[config.mk]
export PLATFORM = sky130hd
export DESIGN_NAME = operand_stack
export DESIGN_NICKNAME = d
export VERILOG_FILES = /design/src/rtl/cpu_pkg.sv /design/src/rtl/stack_alu.sv /design/src/rtl/operand_stack.sv
export SDC_FILE = /design/constraint.sdc
export NUM_CORES = 1
export LEC_CHECK = 0
export CAP_MARGIN = 20
export CORE_MARGIN = 8
export CORE_UTILIZATION = 30
export DETAILED_ROUTE_END_ITERATION = 8
export HOLD_SLACK_MARGIN = 0.05
export REMOVE_ABC_BUFFERS = 1
export SLEW_MARGIN = 0
export SYNTH_ARGS = -nofsm -noshare
export SYNTH_HDL_FRONTEND = slang
export SYNTH_SLANG_ARGS = --single-unit
[constraint.sdc]
create_clock -name clk -period 10.2 [get_ports clk]
set_input_delay 2.04 -clock clk [delete_from_list [all_inputs] [get_ports clk]]
set_output_delay 2.04 -clock clk [all_outputs]
set_load 0.02 [all_outputs]
[src/rtl/cpu_pkg.sv]
// Shared CPU definitions: opcode encodings, default datapath sizes and
// the operand stack FSM state type. Also used by the control unit.
package cpu_pkg;

  localparam int DATA_RANGE_DEF = 8;
  localparam int DEPTH_DEF      = 16;

  typedef enum logic [2:0] {
    OP_NOP  = 3'b000,
    OP_PUSH = 3'b001,
    OP_POP  = 3'b010,
    OP_ADD  = 3'b011,
    OP_SUB  = 3'b100,
    OP_AND  = 3'b101,
    OP_OR   = 3'b110,
    OP_DUP  = 3'b111
  } op_e;

  typedef enum logic {
    ST_IDLE = 1'b0,
    ST_EXEC = 1'b1
  } state_e;

  // True for the two-operand opcodes that go through the ALU
  function automatic logic is_alu_op(op_e op);
    return (op == OP_ADD) || (op == OP_SUB) || (op == OP_AND) || (op == OP_OR);
  endfunction

endpackage

[src/rtl/stack_alu.sv]
// Combinational two-operand ALU for the operand stack.
// Computes R = B op A, where A is the old top and B the entry below it.
module stack_alu
  import cpu_pkg::*;
#(
  parameter int W = DATA_RANGE_DEF
) (
  input  op_e          op,
  input  logic [W-1:0] a,
  input  logic [W-1:0] b,
  output logic [W-1:0] result,
  output logic         carry,
  output logic         zero
);

  logic [W:0] wide;

  // One extra bit captures the ADD carry-out or the SUB borrow (A > B)
  always_comb begin
    wide = '0;
    case (op)
      OP_ADD:  wide = {1'b0, b} + {1'b0, a};
      OP_SUB:  wide = {1'b0, b} - {1'b0, a};
      OP_AND:  wide = {1'b0, b & a};
      OP_OR:   wide = {1'b0, b | a};
      default: wide = '0;
    endcase
  end

  assign result = wide[W-1:0];
  assign carry  = wide[W];
  assign zero   = (wide[W-1:0] == '0);

endmodule

[src/rtl/operand_stack.sv]
// Operand stack for the CPU datapath: storage, stack pointer and the
// IDLE/EXEC command FSM. Two-operand operations take one extra cycle.
module operand_stack
  import cpu_pkg::*;
#(
  parameter int DATA_RANGE = DATA_RANGE_DEF,
  parameter int DEPTH      = DEPTH_DEF,
  parameter int CNT_W      = $clog2(DEPTH) + 1
) (
  input  logic                  clk,
  input  logic                  rst_n,
  input  logic                  cmd_valid,
  output logic                  cmd_ready,
  input  logic [2:0]            cmd_op,
  input  logic [DATA_RANGE-1:0] cmd_data,
  output logic                  done,
  output logic                  err,
  output logic [DATA_RANGE-1:0] pop_data,
  output logic [DATA_RANGE-1:0] top,
  output logic [CNT_W-1:0]      count,
  output logic                  empty,
  output logic                  full,
  output logic                  carry,
  output logic                  zero
);

  localparam int PTR_W = $clog2(DEPTH);

  logic [DATA_RANGE-1:0] mem [DEPTH];

  state_e                state;
  op_e                   cmd_opcode;
  op_e                   op_q;
  logic [DATA_RANGE-1:0] op_a;
  logic [DATA_RANGE-1:0] op_b;

  logic                  accept;
  logic                  reject;
  logic [PTR_W-1:0]      wr_idx;
  logic [PTR_W-1:0]      top_idx;
  logic [PTR_W-1:0]      sec_idx;

  logic                  mem_we;
  logic [PTR_W-1:0]      mem_addr;
  logic [DATA_RANGE-1:0] mem_wdata;

  logic [DATA_RANGE-1:0] alu_result;
  logic                  alu_carry;
  logic                  alu_zero;

  assign cmd_opcode = op_e'(cmd_op);
  assign cmd_ready  = (state == ST_IDLE);
  assign accept     = cmd_valid && cmd_ready;

  assign empty   = (count == '0);
  assign full    = (count == CNT_W'(DEPTH));
  assign wr_idx  = PTR_W'(count);
  assign top_idx = PTR_W'(count - CNT_W'(1));
  assign sec_idx = PTR_W'(count - CNT_W'(2));
  assign top     = empty ? '0 : mem[top_idx];

  stack_alu #(
    .W(DATA_RANGE)
  ) u_alu (
    .op    (op_q),
    .a     (op_a),
    .b     (op_b),
    .result(alu_result),
    .carry (alu_carry),
    .zero  (alu_zero)
  );

  // Decide whether the presented command would overflow or underflow the stack
  always_comb begin
    reject = 1'b0;
    case (cmd_opcode)
      OP_PUSH:                     reject = full;
      OP_POP:                      reject = empty;
      OP_DUP:                      reject = empty || full;
      OP_ADD, OP_SUB, OP_AND, OP_OR: reject = (count < CNT_W'(2));
      default:                     reject = 1'b0;
    endcase
  end

  // Select the single storage write for this cycle: ALU result in EXEC, else PUSH/DUP
  always_comb begin
    mem_we    = 1'b0;
    mem_addr  = wr_idx;
    mem_wdata = cmd_data;
    if (state == ST_EXEC) begin
      mem_we    = 1'b1;
      mem_addr  = sec_idx;
      mem_wdata = alu_result;
    end else if (accept && !reject) begin
      if (cmd_opcode == OP_PUSH) begin
        mem_we = 1'b1;
      end else if (cmd_opcode == OP_DUP) begin
        mem_we    = 1'b1;
        mem_wdata = top;
      end
    end
  end

  // Entry storage is deliberately left unreset; count alone defines validity
  always_ff @(posedge clk) begin
    if (mem_we) begin
      mem[mem_addr] <= mem_wdata;
    end
  end

  // Command FSM with registered done/err, stack pointer, flags and pop result
  always_ff @(posedge clk or negedge rst_n) begin
    if (!rst_n) begin
      state    <= ST_IDLE;
      count    <= '0;
      done     <= 1'b0;
      err      <= 1'b0;
      carry    <= 1'b0;
      zero     <= 1'b0;
      pop_data <= '0;
      op_q     <= OP_NOP;
      op_a     <= '0;
      op_b     <= '0;
    end else begin
      done <= 1'b0;
      err  <= 1'b0;
      case (state)
        ST_IDLE: begin
          if (accept) begin
            if (reject) begin
              done <= 1'b1;
              err  <= 1'b1;
            end else if (is_alu_op(cmd_opcode)) begin
              op_q  <= cmd_opcode;
              op_a  <= top;
              op_b  <= mem[sec_idx];
              state <= ST_EXEC;
            end else begin
              done <= 1'b1;
              case (cmd_opcode)
                OP_PUSH, OP_DUP: count <= count + CNT_W'(1);
                OP_POP: begin
                  count    <= count - CNT_W'(1);
                  pop_data <= top;
                end
                default: ;
              endcase
            end
          end
        end
        ST_EXEC: begin
          count <= count - CNT_W'(1);
          carry <= alu_carry;
          zero  <= alu_zero;
          done  <= 1'b1;
          state <= ST_IDLE;
        end
        default: state <= ST_IDLE;
      endcase
    end
  end

endmodule

==> impl_metrics.tcl <==
set metrics [dict create \
    status "finished, final reports clean" \
    antenna_found_initial 0 \
    clk-insertion-delay-late_ps 430 \
    r2r_slack_ps 5800 \
    grt_setup_unrepaired "no" \
    layout_common_cells "edfxtp_1, mux4_2, nor2_1, clkdlybuf4s50_1, dfrtp_1" \
    cts_sinks 165 \
    post_cts_buffers 0 \
    yosys_warnings 0 \
    hold_path_startpoint "carry$_DFFE_PN0P_" \
    async_reset_ff_share_pct 22.4 \
    synth_ff_type "edfxtp_1" \
    die_width_microns 186 \
    dp_slack_ps 3930 \
    final_cells 1000 \
    globalplace.congestion 0.833 \
    ys_seq_area_share_pct 54.7 \
    final_common_cell "edfxtp_1" \
    dpl.hpwl_mm 14.6 \
    powerDensity_nw_per_um2 350 \
    critPathLaunchType "flop" \
    max_freq_ghz 0.151 \
    r2r-start "count[0]$_DFFE_PN0P_" \
    finalMaxSlewViolations 0 \
    cts_tree "done" \
    skew_ps 8.61 \
    cts_max_level 4 \
    start_util_pct 30.4 \
    p_leak_nw 3.45 \
    worstRegToRegCells 8 \
    hold_end "carry$_DFFE_PN0P_" \
    drt_iter0_drc 694 \
    antenna_left 0 \
    synth_top_area_share_pct 44.1 \
    io_pins 42 \
    root_buffer "clkbuf_16" \
    firstDrtPassIters 5 \
    cp_data_arrival_time_ps 4590 \
    synth_top_cell_by_area "edfxtp_1" \
    coreArea_sq_um 28600 \
    finalWorstSetupSlack_ps 3570 \
    rr_endpoint "mem[5][2]$_DFFE_PP_" \
    grt_overflow_total 0 \
    totalWireLength_mm 20.9 \
    viasPerCell 5.20 \
    synth-seq-cells 165 \
    via_count 5200 \
    final_util_pct 35.2 \
    synthCells 566 \
    slew-limit-headroom_pct 23.8 \
    setup_viol 0 \
    grt_pass1_wl_mm 32.2 \
    grt_max_degree 38 \
    synth_edf_count 128 \
    critical_path_required_ps 8160 \
    ys_top_cells_by_area "edfxtp_1, mux4_2, dfrtp_1" \
    fill_cells 2716 \
    hold_buffers 0 \
    path_class "flop to output port" \
    drive_above_1_share_pct 25.3 \
    dieArea_sq_um 34700 \
    synth_cell_types 66 \
    max-cap-violations 0 \
    area_delta_synth_final_pct 15.7 \
    syn_area_per_cell_sq_um 15.4 \
    postCtsResizedCells 0 \
    track_usage_pct 12.0 \
    min_path_type "flop to flop" \
    hold_violations 0 \
    rows 62 \
    min_path_cells 1 \
    period_share_pct 65.0 \
    peakVddDrop_uv 138 \
    path_clk_slew_ps 70 \
    netlist_area_sq_um 8710 \
    cts_buffers 17 \
    cts_buffer_depth 2 \
    wire_per_inst_microns 20.9 \
    die_h_microns 186 \
    tightest_slew_ps 1140 \
    grt_pass1_vias 5211 \
    drc_errors 0 \
    fin_nets 635 \
    placedCellCount 967 \
    path_max_fanout 28 \
    insertedDiodeCount 0 \
    min_period_ps 6630 \
    endpoint_kind "output port" \
    tns_ps 0 \
    port_buffers 41 \
]
==> through the flow <==
| stage | hold slack [ps] | cell area, sq um | power (W) |
|---|---|---|---|
| 2_1_floorplan | 506 | 8530 | 0.00233 |
| 3_3_place_gp | 473 | 9480 | 0.00291 |
| 3_5_place_dp | 475 | 9480 | 0.00293 |
| 4_1_cts | 495 | 10100 | 0.00355 |
| 5_1_grt | 502 | 10100 | 0.00374 |
| 6_report | 490 | 10100 | 0.00352 |
==> logic make-up after synthesis <==
kind of cell	count (synthesis)	synth area share (%)
and+or+nand+nor	127	7.41
xor gates and xnor gates	23	2.53
buffers and inverters	47	2.74
adders and majority gates	18	2.67
DFF	165	54.7
AOI/OAI and AO/OA	76	6.52
muxes	110	23.4
==> registers in the layout, indices dropped and copies added, names as in the netlist <==
| signal | count |
|---|---|
| carry | 1 |
| count | 5 |
| done | 1 |
| err | 1 |
| mem | 128 |
| op_a | 8 |
| op_b | 8 |
| op_q | 3 |
| pop_data | 8 |
| state | 1 |
| zero | 1 |
==> cell usage after synthesis, types with 2 or more instances <==
cell,n
nor2_1,42
or4_1,2
o21ai_0,9
nand3_1,3
edfxtp_1,128
nand3b_1,2
or3b_2,3
a221o_1,3
dfrtp_1,37
nor3b_1,7
nand2_1,34
buf_6,4
ha_1,17
a41oi_1,2
a21o_1,6
mux2_2,27
a22oi_1,2
nor3_1,5
buf_4,6
a211oi_1,9
nand4_1,4
mux2i_1,10
a22o_1,5
a2111oi_0,2
nor2b_1,10
xnor2_1,8
clkbuf_1,12
inv_1,15
buf_2,8
xor2_1,14
o22ai_1,8
a21oi_1,11
nor4b_1,2
o31ai_1,2
o32ai_1,4
mux4_2,72
or3_1,2
==> final cells by class <==
class	instances	area, sq um	share of cell area (%)
inverter	16	60.1	0.596
multi-input combinational	354	3710	36.8
clock buffer	17	425	4.22
sequential	165	4770	47.4
tap	384	480	4.77
clock inverter	15	155	1.54
timing repair buffer	49	473	4.69
==> power by group <==
part	internal, W	switching, W	leakage, nW	total (W)
logic	0.000885	0.00101	1.57	0.00189
clock network	0.000328	0.000297	0.283	0.000625
registers	0.000874	0.000132	1.60	0.00101
total	0.00209	0.00144	3.45	0.00352
==> worst max-delay path: stages (launching register included) <==
cell             delay (ps)
dfrtp_4                 760
inv_1                   470
ha_1                    440
xor2_4                  180
buf_4                   390
mux4_2                  570
mux2_2                  270
o21ai_0                 320
nor2_1                  130
clkdlybuf4s50_1         580
==> worst max-delay path by stage <==
stage / startpoint / endpoint / slack, ps / cells past startpoint
after floorplan: count[0]$_DFFE_PN0P_ / top[3] / 2470 / 6
after global placement: count[0]$_DFFE_PN0P_ / top[2] / 3970 / 9
after detailed placement: count[0]$_DFFE_PN0P_ / top[2] / 3930 / 9
after CTS: count[0]$_DFFE_PN0P_ / top[2] / 3450 / 9
after global routing: count[0]$_DFFE_PN0P_ / top[2] / 3200 / 9
final: count[0]$_DFFE_PN0P_ / top[2] / 3570 / 9
==> metal layers <==
| metal | global-route usage, % | vias to the layer above | share of wire [%] |
|---|---|---|---|
| met3 | 2.57 | 17 | 6.3 |
| met1 | 15.8 | 2674 | 44 |
| met2 | 19.8 | 173 | 49 |
| li1 | - | 2336 | - |
| met4 | 3.42 | 0 | 1.0 |
| met5 | 0 | - | 0 |
No activity file was read; power rests on OpenSTA's default activity.
